===== src/rtl/bist_pkg.sv =====
// Shared types and helpers for the March-style SRAM BIST sequencer.
//   bist_state_t  : sequencer FSM states
//   march_elem_t  : per-state decode of the current march element
//   march_elem()  : state -> element decode (active / write / inverted / descending)
//   exp_data()    : pattern to write or expect in a state (P or ~P)
//   depth()       : SRAM depth for an address width
package bist_pkg;

    typedef enum logic [2:0] {
        ST_IDLE,
        ST_WR_BG,
        ST_RD_UP,
        ST_WR_INV,
        ST_RD_DN,
        ST_DRAIN,
        ST_DONE
    } bist_state_t;

    localparam int ADDR_W_DEF = 8;
    localparam int N_DEF      = 1 << ADDR_W_DEF;
    // Widest data path exp_data() can serve; callers keep the low DATA_W bits.
    localparam int DATA_MAX   = 256;

    typedef struct packed {
        logic act;   // SRAM access issued this cycle
        logic we;    // write (1) or read (0)
        logic inv;   // element uses ~P
        logic down;  // address walks N-1 -> 0
    } march_elem_t;

    function automatic int depth(input int aw);
        return 1 << aw;
    endfunction

    function automatic march_elem_t march_elem(input bist_state_t s);
        march_elem_t m;
        m = '0;
        case (s)
            ST_WR_BG:  m = '{act: 1'b1, we: 1'b1, inv: 1'b0, down: 1'b0};
            ST_RD_UP:  m = '{act: 1'b1, we: 1'b0, inv: 1'b0, down: 1'b0};
            ST_WR_INV: m = '{act: 1'b1, we: 1'b1, inv: 1'b1, down: 1'b0};
            ST_RD_DN:  m = '{act: 1'b1, we: 1'b0, inv: 1'b1, down: 1'b1};
            default:   m = '0;
        endcase
        return m;
    endfunction

    function automatic logic [DATA_MAX-1:0] exp_data(input bist_state_t s,
                                                     input logic [DATA_MAX-1:0] p);
        march_elem_t m;
        m = march_elem(s);
        return m.inv ? ~p : p;
    endfunction

endpackage


===== src/rtl/bist_align_pipe.sv =====
// Delay line carrying {valid, expected data, address} for each issued read so
// it lines up with SRAM read data arriving DEPTH cycles later.
//   clk, rst              : clock, async active-high reset (clears all stages)
//   in_vld/in_data/in_addr: read issued this cycle and its expected data/address
//   out_vld/out_data/out_addr: same, DEPTH cycles later
module bist_align_pipe #(
    parameter int DEPTH  = 1,
    parameter int DATA_W = 32,
    parameter int ADDR_W = 8
) (
    input  logic              clk,
    input  logic              rst,
    input  logic              in_vld,
    input  logic [DATA_W-1:0] in_data,
    input  logic [ADDR_W-1:0] in_addr,
    output logic              out_vld,
    output logic [DATA_W-1:0] out_data,
    output logic [ADDR_W-1:0] out_addr
);

    logic [DEPTH:1]             vld_pipe;
    logic [DEPTH:1][DATA_W-1:0] data_pipe;
    logic [DEPTH:1][ADDR_W-1:0] addr_pipe;

    always_ff @(posedge clk or posedge rst) begin
        if (rst) begin
            vld_pipe  <= '0;
            data_pipe <= '0;
            addr_pipe <= '0;
        end else begin
            vld_pipe[1]  <= in_vld;
            data_pipe[1] <= in_data;
            addr_pipe[1] <= in_addr;
            for (int i = 2; i <= DEPTH; i++) begin
                vld_pipe[i]  <= vld_pipe[i-1];
                data_pipe[i] <= data_pipe[i-1];
                addr_pipe[i] <= addr_pipe[i-1];
            end
        end
    end

    assign out_vld  = vld_pipe[DEPTH];
    assign out_data = data_pipe[DEPTH];
    assign out_addr = addr_pipe[DEPTH];

endmodule


===== src/rtl/sram_bist_seq.sv =====
// March SRAM self-test sequencer: {w P up, r P up, w ~P up, r ~P down}.
// Drives the SRAM port, feeds read data and aligned expected data to a
// registered mismatch comparator, and accounts its result into a saturating
// error count plus first-failing address.
//   start_i/data_bg_i : start pulse (IDLE only) and background pattern P
//   busy_o/done_o/pass_o : run status, one-cycle done pulse, zero-error verdict
//   err_cnt_o/fail_addr_o : mismatch count and first failing address
//   sram_*            : SRAM port, decoded from registered state/address
//   cmp_rdata_o/cmp_exp_o/cmp_result_i : comparator d1, d2 and registered flag
module sram_bist_seq
    import bist_pkg::*;
#(
    parameter int ADDR_W = 8,
    parameter int DATA_W = 32,
    parameter int RD_LAT = 1,
    parameter int ERR_W  = 16
) (
    input  logic              clk,
    input  logic              rst,
    input  logic              start_i,
    input  logic [DATA_W-1:0] data_bg_i,
    output logic              busy_o,
    output logic              done_o,
    output logic              pass_o,
    output logic [ERR_W-1:0]  err_cnt_o,
    output logic [ADDR_W-1:0] fail_addr_o,
    output logic              sram_cs_o,
    output logic              sram_we_o,
    output logic [ADDR_W-1:0] sram_addr_o,
    output logic [DATA_W-1:0] sram_wdata_o,
    input  logic [DATA_W-1:0] sram_rdata_i,
    output logic [DATA_W-1:0] cmp_rdata_o,
    output logic [DATA_W-1:0] cmp_exp_o,
    input  logic              cmp_result_i
);

    localparam int              N     = depth(ADDR_W);
    localparam logic [ADDR_W-1:0] A_MAX = ADDR_W'(N - 1);
    localparam logic [ADDR_W-1:0] A_DRN = ADDR_W'(RD_LAT);

    bist_state_t       state, state_nxt;
    logic [ADDR_W-1:0] addr, addr_nxt;   // doubles as drain counter in DRAIN
    logic [DATA_W-1:0] pat;
    logic [ERR_W-1:0]  err_cnt;
    logic [ADDR_W-1:0] fail_addr;
    logic              fail_seen;
    logic              pass_q;
    logic              dly_vld;
    logic [ADDR_W-1:0] dly_addr;

    march_elem_t       me;
    logic [DATA_MAX-1:0] exp_w;
    logic [DATA_W-1:0] elem_data;
    logic              unused_exp;
    logic              rd_issue;
    logic              accept;
    logic              hit;

    logic              p_vld;
    logic [DATA_W-1:0] p_data;
    logic [ADDR_W-1:0] p_addr;

    assign me         = march_elem(state);
    assign exp_w      = exp_data(state, DATA_MAX'(pat));
    assign elem_data  = exp_w[DATA_W-1:0];
    assign unused_exp = ^exp_w[DATA_MAX-1:DATA_W];
    assign rd_issue   = me.act & ~me.we;
    assign accept     = (state == ST_IDLE) & start_i;
    assign hit        = dly_vld & cmp_result_i;

    assign sram_cs_o    = me.act;
    assign sram_we_o    = me.act & me.we;
    assign sram_addr_o  = me.act ? addr : '0;
    assign sram_wdata_o = (me.act & me.we) ? elem_data : '0;

    bist_align_pipe #(
        .DEPTH  (RD_LAT),
        .DATA_W (DATA_W),
        .ADDR_W (ADDR_W)
    ) u_align (
        .clk      (clk),
        .rst      (rst),
        .in_vld   (rd_issue),
        .in_data  (elem_data),
        .in_addr  (addr),
        .out_vld  (p_vld),
        .out_data (p_data),
        .out_addr (p_addr)
    );

    // With no read in flight, d2 mirrors d1 so the comparator sees equality.
    assign cmp_rdata_o = sram_rdata_i;
    assign cmp_exp_o   = p_vld ? p_data : sram_rdata_i;

    assign busy_o      = (state != ST_IDLE) && (state != ST_DONE);
    assign done_o      = (state == ST_DONE);
    assign pass_o      = done_o ? (err_cnt == '0) : pass_q;
    assign err_cnt_o   = err_cnt;
    assign fail_addr_o = fail_addr;

    always_comb begin
        state_nxt = state;
        addr_nxt  = addr;
        case (state)
            ST_IDLE: if (start_i) begin
                state_nxt = ST_WR_BG;
                addr_nxt  = '0;
            end
            ST_WR_BG, ST_RD_UP: begin
                addr_nxt = addr + 1'b1;
                if (addr == A_MAX) begin
                    state_nxt = (state == ST_WR_BG) ? ST_RD_UP : ST_WR_INV;
                    addr_nxt  = '0;
                end
            end
            ST_WR_INV: begin
                addr_nxt = addr + 1'b1;
                if (addr == A_MAX) begin
                    state_nxt = ST_RD_DN;
                    addr_nxt  = A_MAX;
                end
            end
            ST_RD_DN: begin
                addr_nxt = addr - 1'b1;
                if (addr == '0) begin
                    state_nxt = ST_DRAIN;
                    addr_nxt  = '0;
                end
            end
            // RD_LAT+1 cycles: read data latency plus the comparator register.
            ST_DRAIN: begin
                addr_nxt = addr + 1'b1;
                if (addr == A_DRN) begin
                    state_nxt = ST_DONE;
                    addr_nxt  = '0;
                end
            end
            ST_DONE: state_nxt = ST_IDLE;
            default: begin
                state_nxt = ST_IDLE;
                addr_nxt  = '0;
            end
        endcase
    end

    always_ff @(posedge clk or posedge rst) begin
        if (rst) begin
            state     <= ST_IDLE;
            addr      <= '0;
            pat       <= '0;
            err_cnt   <= '0;
            fail_addr <= '0;
            fail_seen <= 1'b0;
            pass_q    <= 1'b0;
            dly_vld   <= 1'b0;
            dly_addr  <= '0;
        end else begin
            state    <= state_nxt;
            addr     <= addr_nxt;
            dly_vld  <= p_vld;
            dly_addr <= p_addr;
            if (accept) begin
                pat       <= data_bg_i;
                err_cnt   <= '0;
                fail_addr <= '0;
                fail_seen <= 1'b0;
                pass_q    <= 1'b0;
            end else begin
                if (hit && (err_cnt != '1))
                    err_cnt <= err_cnt + 1'b1;
                if (hit && !fail_seen) begin
                    fail_seen <= 1'b1;
                    fail_addr <= dly_addr;
                end
                if (state == ST_DONE)
                    pass_q <= (err_cnt == '0);
            end
        end
    end

endmodule

===== config.mk =====
export PLATFORM = sky130hd
export DESIGN_NAME = sram_bist_seq
export DESIGN_NICKNAME = d
export VERILOG_FILES = /design/src/rtl/bist_pkg.sv /design/src/rtl/bist_align_pipe.sv /design/src/rtl/sram_bist_seq.sv
export SDC_FILE = /design/constraint.sdc
export NUM_CORES = 1
export LEC_CHECK = 0
export CAP_MARGIN = 20
export CELL_PAD_IN_SITES_DETAIL_PLACEMENT = 1
export CELL_PAD_IN_SITES_GLOBAL_PLACEMENT = 2
export CORE_UTILIZATION = 31
export CTS_CLUSTER_DIAMETER = 50
export DETAILED_ROUTE_END_ITERATION = 8
export PLACE_DENSITY = 0.93
export SYNTH_ARGS = -nofsm -noshare
export SYNTH_HDL_FRONTEND = slang
export SYNTH_SLANG_ARGS = --single-unit
export TNS_END_PERCENT = 30

===== constraint.sdc =====
create_clock -name clk -period 7.9 [get_ports clk]
set_input_delay 1.58 -clock clk [delete_from_list [all_inputs] [get_ports clk]]
set_output_delay 1.58 -clock clk [all_outputs]
set_load 0.05 [all_outputs]

==> results of run 1 <==
[power by group through the flow]
| stage | Sequential, mW | Combinational, mW | Clock [mW] |
|---|---|---|---|
| 2_1_floorplan | 0.727 | 0.0993 | 0 |
| 3_5_place_dp | 0.673 | 0.256 | 0 |
| 4_1_cts | 0.662 | 0.257 | 0.837 |
| 6_report | 0.662 | 0.252 | 0.813 |
| 3_3_place_gp | 0.672 | 0.251 | 0 |
| 5_1_grt | 0.666 | 0.271 | 0.861 |
[kinds of logic after synthesis]
| family | count (synthesis) | share of synthesized area (%) |
|---|---|---|
| simple gates | 178 | 16.0 |
| flops | 119 | 48.5 |
| buf+inv | 74 | 7.11 |
| mux | 68 | 12.4 |
| compound gates | 63 | 6.50 |
| xor+xnor | 49 | 8.33 |
| fa+ha+maj | 6 | 1.18 |
[cell type report]
class / count / area, sq um / area share (%)
clock inverters: 12 / 176 / 2.02
repair buffers: 204 / 2030 / 23.2
flip-flops and latches: 119 / 2980 / 34.1
well taps: 265 / 332 / 3.79
clock buffers: 20 / 447 / 5.11
inverters: 11 / 43.8 / 0.501
multi-input cells: 364 / 2730 / 31.3
[worst reg2reg max path, stage by stage, from the launching register on]
cell	delay, ps
dfrtp_1	570
nor2_1	440
and3_2	450
buf_4	560
mux2_2	440
[path summary, 6_finish.rpt]
| kind | startpoint | end | slack (ps) | cells after the start |
|---|---|---|---|---|
| max | state[2] | sram_wdata_o[14] | 2820 | 5 |
| max reg2reg | state[0] | pat[1] | 5320 | 4 |
| min | u_align.out_addr[1] | dly_addr[1] | 340 | 0 |
| min reg2reg | u_align.out_addr[1] | dly_addr[1] | 340 | 0 |
| max in group asynchronous | rst | err_cnt_o[13] | 4900 | 3 |
| min in group asynchronous | rst | u_align.out_data[8] | 1640 | 2 |
[state kept, by name, indices dropped and copies added (netlist names)]
| name | count |
|---|---|
| pass_q | 1 |
| dly_vld | 1 |
| state | 3 |
| fail_addr_o | 8 |
| addr | 8 |
| u_align.out_addr | 8 |
| err_cnt_o | 16 |
| u_align.out_vld | 1 |
| dly_addr | 8 |
| fail_seen | 1 |
| pat | 32 |
| u_align.out_data | 32 |
[layer usage]
metal	track usage (%)	routed length, microns	up-vias
met5	0	0	-
met4	5.26	240	0
met3	4.43	898	16
met2	29.9	8800	121
met1	21.6	7240	2380
li1	-	-	2189
[layout by cell type, fill, tap and decap left out, drive strengths merged, types with 3 or more instances in the layout]
master / n
clkdlybuf4s50: 200
dfrtp: 119
mux2: 65
nand2: 44
and2: 41
xor2: 39
nor2: 33
clkbuf: 20
o21ai: 17
a21oi: 16
inv: 11
nor3: 10
xnor2: 10
nand3: 10
nand4: 8
a31oi: 6
clkinv: 6
ha: 5
nor4: 5
o211ai: 4
bufinv: 4
buf: 4
or3: 4
nor2b: 4
nand2b: 3
mux2i: 3
a211oi: 3
or4: 3
and4: 3
nor4b: 3
==> out/results.txt, run 1 <==
Status: complete, no violations
Yosys warning count: 0
P&R area growth vs syn: 42.3%
DP Wirelength: 12400 microns
Bufs and invs on worst path: 1
Total power: 1.73 mW
Maximum root-to-sink buffer count: 2
Seq pwr share: 38.3%
Critical Path Source Type: flip-flop
Non-filler instance count after layout: 995
Die width: 143 microns
Clock latency on the worst-skew pair: 410 ps
Clock root cell: clkbuf_16
Most frequent cell after synthesis: dfrtp_1
Final Max Slew Viols: 0
Area of the mapped netlist: 0.00614 sq mm
Worst endpoint required time: 6320 ps
Layout cells sized above 1: 17.1%
Vias per Instance: 4.73
Yosys top cell by area: dfrtp_1
Power Density: 198 mW/mm^2
P_leak: 3.90 nW
Post-Synthesis Cells: 557
Hold buffer count at cts: 0
Cell variety after synth: 60
Fill count: 2113
VDD IR max: 0.000141 V
Mapped Nets: 630
Max_cap viols: 0
Drt first pass iters: 4
Die height: 143 microns
Hold WS: 344 ps
Period minus WS final: 5080 ps
Register area share after synthesis: 48.5%
CP Class: reg2out
Synth area leaders: dfrtp_1 (48%), mux2_2 (12%), and2_1 (4.2%)
Initial detailed-routing violation count: 147
Die area: 0.0204 sq mm
Clk sinks: 119
Total CTS buffers: 17
RSZ-0062 raised after global routing: false
Ant diodes: 0
Port Buffers: 200
Final Core Density: 44.9%
Global-route wire length before repair: 27100 microns
Vias in the first global route: 5032
Fin Setup TNS: 0 ps
Post-DP Area: 0.00812 sq mm
Final hold vios: 0
Vias: 4706
Sw Ratio: 26.9%
Residual DRC: 0
# resized after CTS: 0
Slowest CP cell: clkdlybuf4s50_1
Worst slew pin tran: 870 ps
Syn Area/Cell: 11.0 sq um
Nets: 790
Post-synthesis sequential element count: 119
Slew HR: 42.0%
Arr. time, crit path: 3500 ps
Pin count of the biggest net entering global routing: 66
Remaining antenna violation count: 0
Crit path max fanout: 32
Initial Utilization: 31.6%
Initial antenna violation count: 1
Psw: 464 uW
Post-synth EDFFs: 0
GRT Total Usage: 17.5%
Placed cell count: 963
Design area: 0.00874 sq mm
Setup ws final: 2820 ps
Fmax: 197 MHz
Tcrit/Tclk final: 64.3%
RD Place Congestion: 0.812
Setup violations, final: 0
Post-synth ARST share: 100%
Combinational share of power: 14.6%
Max incr delay on CP: 820 ps
Synth top area share: 48.5%
Setup Fix Bufs, Post-CTS: 0
Number of I/O pins: 201
Synth Flop Type: dfrtp_1
GRT overflow: 0
WL final: 17200 microns
WL/cell: 17.3 microns
Site Rows: 51
Clock power frac: 47.1%
Worst path top cell family by delay: simple AND/OR/NAND/NOR gates
# H-tree levels: 4
CP Cell Sequence: or3b_1 > nand2_4 > xor2_1 > and2_1 > clkdlybuf4s50_1
Nature of the critical path endpoint: primary output
Clock-pin transition on the worst setup and hold timing paths: 50 ps
DP Worst Slack: 3120 ps
Post-synth top cells: dfrtp_1 (119), mux2_2 (65), nand2_1 (43)
CTS tree: yes
Final Skew: 11.1 ps
Internal: 1.26 mW
Core ar.: 0.0195 sq mm
Hold Crit Class: reg2reg
Power figures use the tool's default switching activity.
==> inputs of run 2 (changes only) <==
Settings changed: CORE_UTILIZATION 31 to 29, PLACE_DENSITY 0.93 to 0.88.
Clock period 7.9 ns to 4.75 ns, I/O delays scaled along.
==> out/results.txt, run 2 (synthesized netlist as in run 1, its figures left out) <==
Status: complete, no violations
Tcrit/Tclk final: 91.4%
Setup Fix Bufs, Post-CTS: 0 (unchanged)
Core ar.: 0.0205 sq mm (+5.3%)
Nature of the critical path endpoint: primary output
Setup violations, final: 0 (unchanged)
Sw Ratio: 28.6% (+1.7 points)
Die height: 148 microns (+3.3%)
Period minus WS final: 4340 ps
CP Cell Sequence: or3b_1 > nand2_4 > xor2_1 > and2_1 > clkdlybuf4s50_1
Ant diodes: 0 (unchanged)
DP Wirelength: 12500 microns (+0.79%)
Remaining antenna violation count: 0 (unchanged)
Initial Utilization: 30.0% (-1.6 points)
Most frequent cells in the layout: clkdlybuf4s50_1 (200), dfrtp_1 (119), mux2_2 (65)
Power Density: 322 mW/mm^2 (+63%)
Max incr delay on CP: 810 ps (about the same)
Slowest CP cell: clkdlybuf4s50_1
Design area: 0.00876 sq mm (+0.17%)
Total power: 2.82 mW (+63%)
Maximum root-to-sink buffer count: 2 (unchanged)
Seq pwr share: 39.0% (+0.7 points)
Hold Crit Class: reg2reg
Initial antenna violation count: 0 (-1)
Clock root cell: clkbuf_16
FF-to-FF setup slack: 2250 ps (-3070 ps)
Vias in the first global route: 4911 (-2.4%)
Combinational share of power: 14.9% (+0.3 points)
Residual DRC: 0 (unchanged)
DR top layer: met4
Hold buffer count at cts: 0 (unchanged)
Fmax: 230 MHz
Wire length on met1: 7840 microns (+8.4%)
Site Rows: 52 (+2.0%)
Number of I/O pins: 201 (unchanged)
Port Buffers: 200 (unchanged)
Internal: 2.01 mW (+60%)
Final Skew: 9.20 ps (-1.93 ps)
P&R area growth vs syn: 42.5%
CTS tree: yes
Initial detailed-routing violation count: 134 (-8.8%)
VDD IR max: 0.000219 V (+55%)
RSZ-0062 raised after global routing: false
GRT overflow: 0 (unchanged)
Vias: 4646 (-1.3%)
Worst endpoint required time: 3800 ps (-2520 ps)
Arr. time, crit path: 3390 ps (-110 ps)
Met3 WL: 653 microns (-27%)
Routed length on met2: 8750 microns (-0.60%)
Drt first pass iters: 4 (unchanged)
Post-DP Area: 0.00816 sq mm (+0.51%)
Clock latency on the worst-skew pair: 410 ps (about the same)
Layout cells sized above 1: 17.7% (+0.61 points)
Clk sinks: 119 (unchanged)
Fill count: 2243 (+6.2%)
Fin Setup TNS: 0 ps (unchanged)
Commonest non-fill, non-tap cell in the layout: clkdlybuf4s50_1
Total CTS buffers: 17 (unchanged)
# H-tree levels: 4 (unchanged)
Global-route wire length before repair: 27500 microns (+1.2%)
# resized after CTS: 0 (unchanged)
Clock-pin transition on the worst setup and hold timing paths: 60 ps (about the same)
Final hold vios: 0 (unchanged)
Max_cap viols: 0 (unchanged)
Crit path max fanout: 32 (unchanged)
Final Max Slew Viols: 0 (unchanged)
RD Place Congestion: 0.847 (+4.4%)
Pin count of the biggest net entering global routing: 66 (unchanged)
CP Class: reg2out
Critical Path Source Type: flip-flop
WL final: 17500 microns (+2.0%)
Die area: 0.0218 sq mm (+6.8%)
Die width: 148 microns (+3.3%)
Psw: 807 uW (+74%)
P_leak: 3.90 nW (about the same)
Slew HR: 30.2% (-12 points)
Vias per Instance: 4.63 (-2.1%)
Worst slew pin tran: 1050 ps (+178 ps)
WL/cell: 17.5 microns (+1.2%)
Clock power frac: 46.1% (-1.0 points)
GRT Total Usage: 16.7% (-0.76 points)
Nets: 793 (+0.38%)
-- run 2: worst max-delay path, delay by kind of cell (launching register included) --
kind                      cells  cell delay (ps)
xor gates and xnor gates      1              220
DFF                           1              550
buffers and inverters         1              810
and+or+nand+nor               3             1350
-- run 2: power by group through the flow --
stage | clock network [mW] | logic (mW) | registers (mW)
2_1_floorplan | 0 | 0.165 | 1.21
3_3_place_gp | 0 | 0.420 | 1.12
3_5_place_dp | 0 | 0.426 | 1.12
4_1_cts | 1.34 | 0.428 | 1.10
5_1_grt | 1.38 | 0.451 | 1.11
6_report | 1.30 | 0.422 | 1.10
-- run 2: cell type report --
class                      instances  area [sq um]  share of cell area [%]
timing repair buffer             207          2070                    23.6
clock inverter                    13           144                    1.64
sequential                       119          2980                    34.0
inverter                          11          43.8                   0.500
tap                              270           338                    3.86
multi-input combinational        364          2730                    31.2
clock buffer                      19           453                    5.17
-- run 2: worst paths after layout --
kind | startpoint | endpoint | cells after the start
setup / recovery | state[0] | sram_wdata_o[11] | 5
hold / removal | u_align.out_addr[7] | dly_addr[7] | 0
setup reg to reg | state[0] | err_cnt_o[2] | 4
hold reg to reg | u_align.out_addr[7] | dly_addr[7] | 0
max in group asynchronous | rst | fail_addr_o[2] | 3
min in group asynchronous | rst | u_align.out_data[7] | 2
-- run 2: through the flow --
step / utilization [%] / setup slack [ps] / hold WS, ps / std cells
floorplan: - / 643 / 331 / 557
detailed placement: 39.8 / 833 / 336 / 971
CTS: 42.7 / 388 / 345 / 1003
global placement: 39.8 / 893 / 332 / 971
finish: 42.7 / 411 / 347 / 1003
global route: 42.7 / 211 / 347 / 1003
-- run 2: per-layer routing --
metal | track usage (%) | vias to the layer above
li1 | - | 2196
met1 | 21.0 | 2318
met2 | 28.1 | 115
met3 | 3.73 | 17
met4 | 6.08 | 0
met5 | 0 | -
==> inputs of run 3 (changes only) <==
==> constraint.sdc (replaced) <==
create_clock -name clk -period 4.75 [get_ports clk]
set_input_delay 0.7125 -clock clk [delete_from_list [all_inputs] [get_ports clk]]
set_output_delay 0.7125 -clock clk [all_outputs]
set_load 0.05 [all_outputs]
==> out/results.txt, run 3 (synthesized netlist as in run 1, its figures left out) <==
Port Buffers: 200 (unchanged)
Arr. time, crit path: 3490 ps (+100 ps)
Vias: 4667 (+0.45%)
Number of I/O pins: 201 (unchanged)
Fill count: 2261 (+0.80%)
Post-DP Area: 0.00814 sq mm (-0.28%)
RD Place Congestion: 0.830 (-2.0%)
WL final: 17800 microns (+1.8%)
Initial antenna violation count: 0 (unchanged)
Worst slew pin tran: 810 ps (-238 ps)
DP Wirelength: 12400 microns (-0.43%)
# H-tree levels: 4 (unchanged)
Clock power frac: 49.4% (+3.3 points)
CTS tree: yes
Hold buffer count at cts: 0 (unchanged)
WL/cell: 17.8 microns (+2.1%)
Die width: 148 microns (unchanged)
Clock root cell: clkbuf_16
Critical Path Source Type: flip-flop
Slew HR: 45.6% (+15 points)
Maximum root-to-sink buffer count: 2 (unchanged)
CP Class: reg2out
Psw: 795 uW (-1.4%)
Ant diodes: 0 (unchanged)
Tcrit/Tclk final: 88.5% (-2.8 points)
R2r endpoint: pat[9]
CP endpoint: sram_wdata_o[20]
Remaining antenna violation count: 0 (unchanged)
CP Launch Point: state[2]
FF-to-FF setup slack: 2030 ps (-220 ps)
Crit path max fanout: 32 (unchanged)
P&R area growth vs syn: 43.4%
Initial detailed-routing violation count: 171 (+28%)
DR top layer: met4
P_leak: 3.93 nW (+0.75%)
Final Core Density: 43.0% (+0.27 points)
Design area: 0.00881 sq mm (+0.63%)
VDD IR max: 0.000212 V (-3.1%)
Power Density: 340 mW/mm^2 (+5.6%)
Met3 WL: 746 microns (+14%)
Vias in the first global route: 5020 (+2.2%)
Placed cell count: 968 (-0.31%)
Max_cap viols: 0 (unchanged)
Combinational share of power: 14.0% (-0.9 points)
Hold WS: 344 ps (-3.50 ps)
Initial Utilization: 30.0% (unchanged)
Layout cells sized above 1: 17.3% (-0.48 points)
Fmax: 238 MHz (+3.2%)
Most frequent cells in the layout: clkdlybuf4s50_1 (200), dfrtp_1 (119), mux2_2 (65)
Core ar.: 0.0205 sq mm (unchanged)
Clk sinks: 119 (unchanged)
Final Max Slew Viols: 0 (unchanged)
GRT overflow: 0 (unchanged)
Wire length on met1: 7940 microns (+1.3%)
Total power: 3.00 mW (+6.2%)
Die area: 0.0218 sq mm (unchanged)
Internal: 2.20 mW (+9.3%)
Period minus WS final: 4210 ps (-134 ps)
RSZ-0062 raised after global routing: false
Seq pwr share: 36.7% (-2.3 points)
Non-filler instance count after layout: 1000 (-0.30%)
Total CTS buffers: 17 (unchanged)
Sw Ratio: 26.5% (-2.1 points)
Vias per Instance: 4.67 (+0.75%)
Final Skew: 12.1 ps (+2.86 ps)
Nets: 790 (-0.38%)
Routed length on met2: 9020 microns (+3.0%)
Residual DRC: 0 (unchanged)
Commonest non-fill, non-tap cell in the layout: clkdlybuf4s50_1
Pin count of the biggest net entering global routing: 120 (+82%)
Drt first pass iters: 4 (unchanged)
Global-route wire length before repair: 28600 microns (+4.0%)
Site Rows: 52 (unchanged)
Fin Setup TNS: 0 ps (unchanged)
Worst hold start: u_align.out_addr[2]
R2R cell count: 4 (unchanged)
Worst endpoint required time: 4040 ps (+240 ps)
Final hold vios: 0 (unchanged)
DP Worst Slack: 995 ps (+162 ps)
Setup ws final: 545 ps (+134 ps)
Nature of the critical path endpoint: primary output
FF-to-FF Start: state[0]
GRT Total Usage: 17.0% (+0.33 points)
# resized after CTS: 0 (unchanged)
Clock latency on the worst-skew pair: 410 ps (about the same)
Status: complete, no violations
Hold Crit Class: reg2reg
Die height: 148 microns (unchanged)
Clock-pin transition on the worst setup and hold timing paths: 60 ps (about the same)
Setup Fix Bufs, Post-CTS: 0 (unchanged)
Setup violations, final: 0 (unchanged)
[run 3: worst min-delay path by stage]
stage | to | cells past startpoint
6_report | dly_addr[2] | 0
5_1_grt | dly_addr[2] | 0
4_1_cts | dly_addr[2] | 0
3_5_place_dp | dly_addr[0] | 0
3_3_place_gp | dly_addr[0] | 0
2_1_floorplan | dly_addr[0] | 0
[run 3: worst max-delay path: stages, from the launching register on]
cell             delay, ps
dfrtp_1                640
or3b_1                 560
nand2_4                600
xor2_1                 250
and2_1                 160
clkdlybuf4s50_1        830
[run 3: metal layers]
metal  vias up  global-route usage, %
li1       2188                      -
met3         6                   4.17
met1      2354                   21.9
met2       119                   28.8
met4         0                   4.18
met5         -                      0
[run 3: area by class of cell]
class | instances | area [sq um] | area share, %
multi-input combinational | 364 | 2730 | 31.0
timing repair buffer | 204 | 2040 | 23.2
sequential | 119 | 2980 | 33.8
clock inverter | 14 | 245 | 2.78
inverter | 11 | 43.8 | 0.497
clock buffer | 18 | 429 | 4.87
tap | 270 | 338 | 3.83
[run 3: power by group through the flow]
stage                     clock, mW  sequential [mW]  combinational, mW
final                          1.48             1.10              0.419
after global routing           1.56             1.11              0.449
after CTS                      1.52             1.10              0.425
after detailed placement          0             1.12              0.423
after global placement            0             1.12              0.419
after floorplan                   0             1.21              0.165
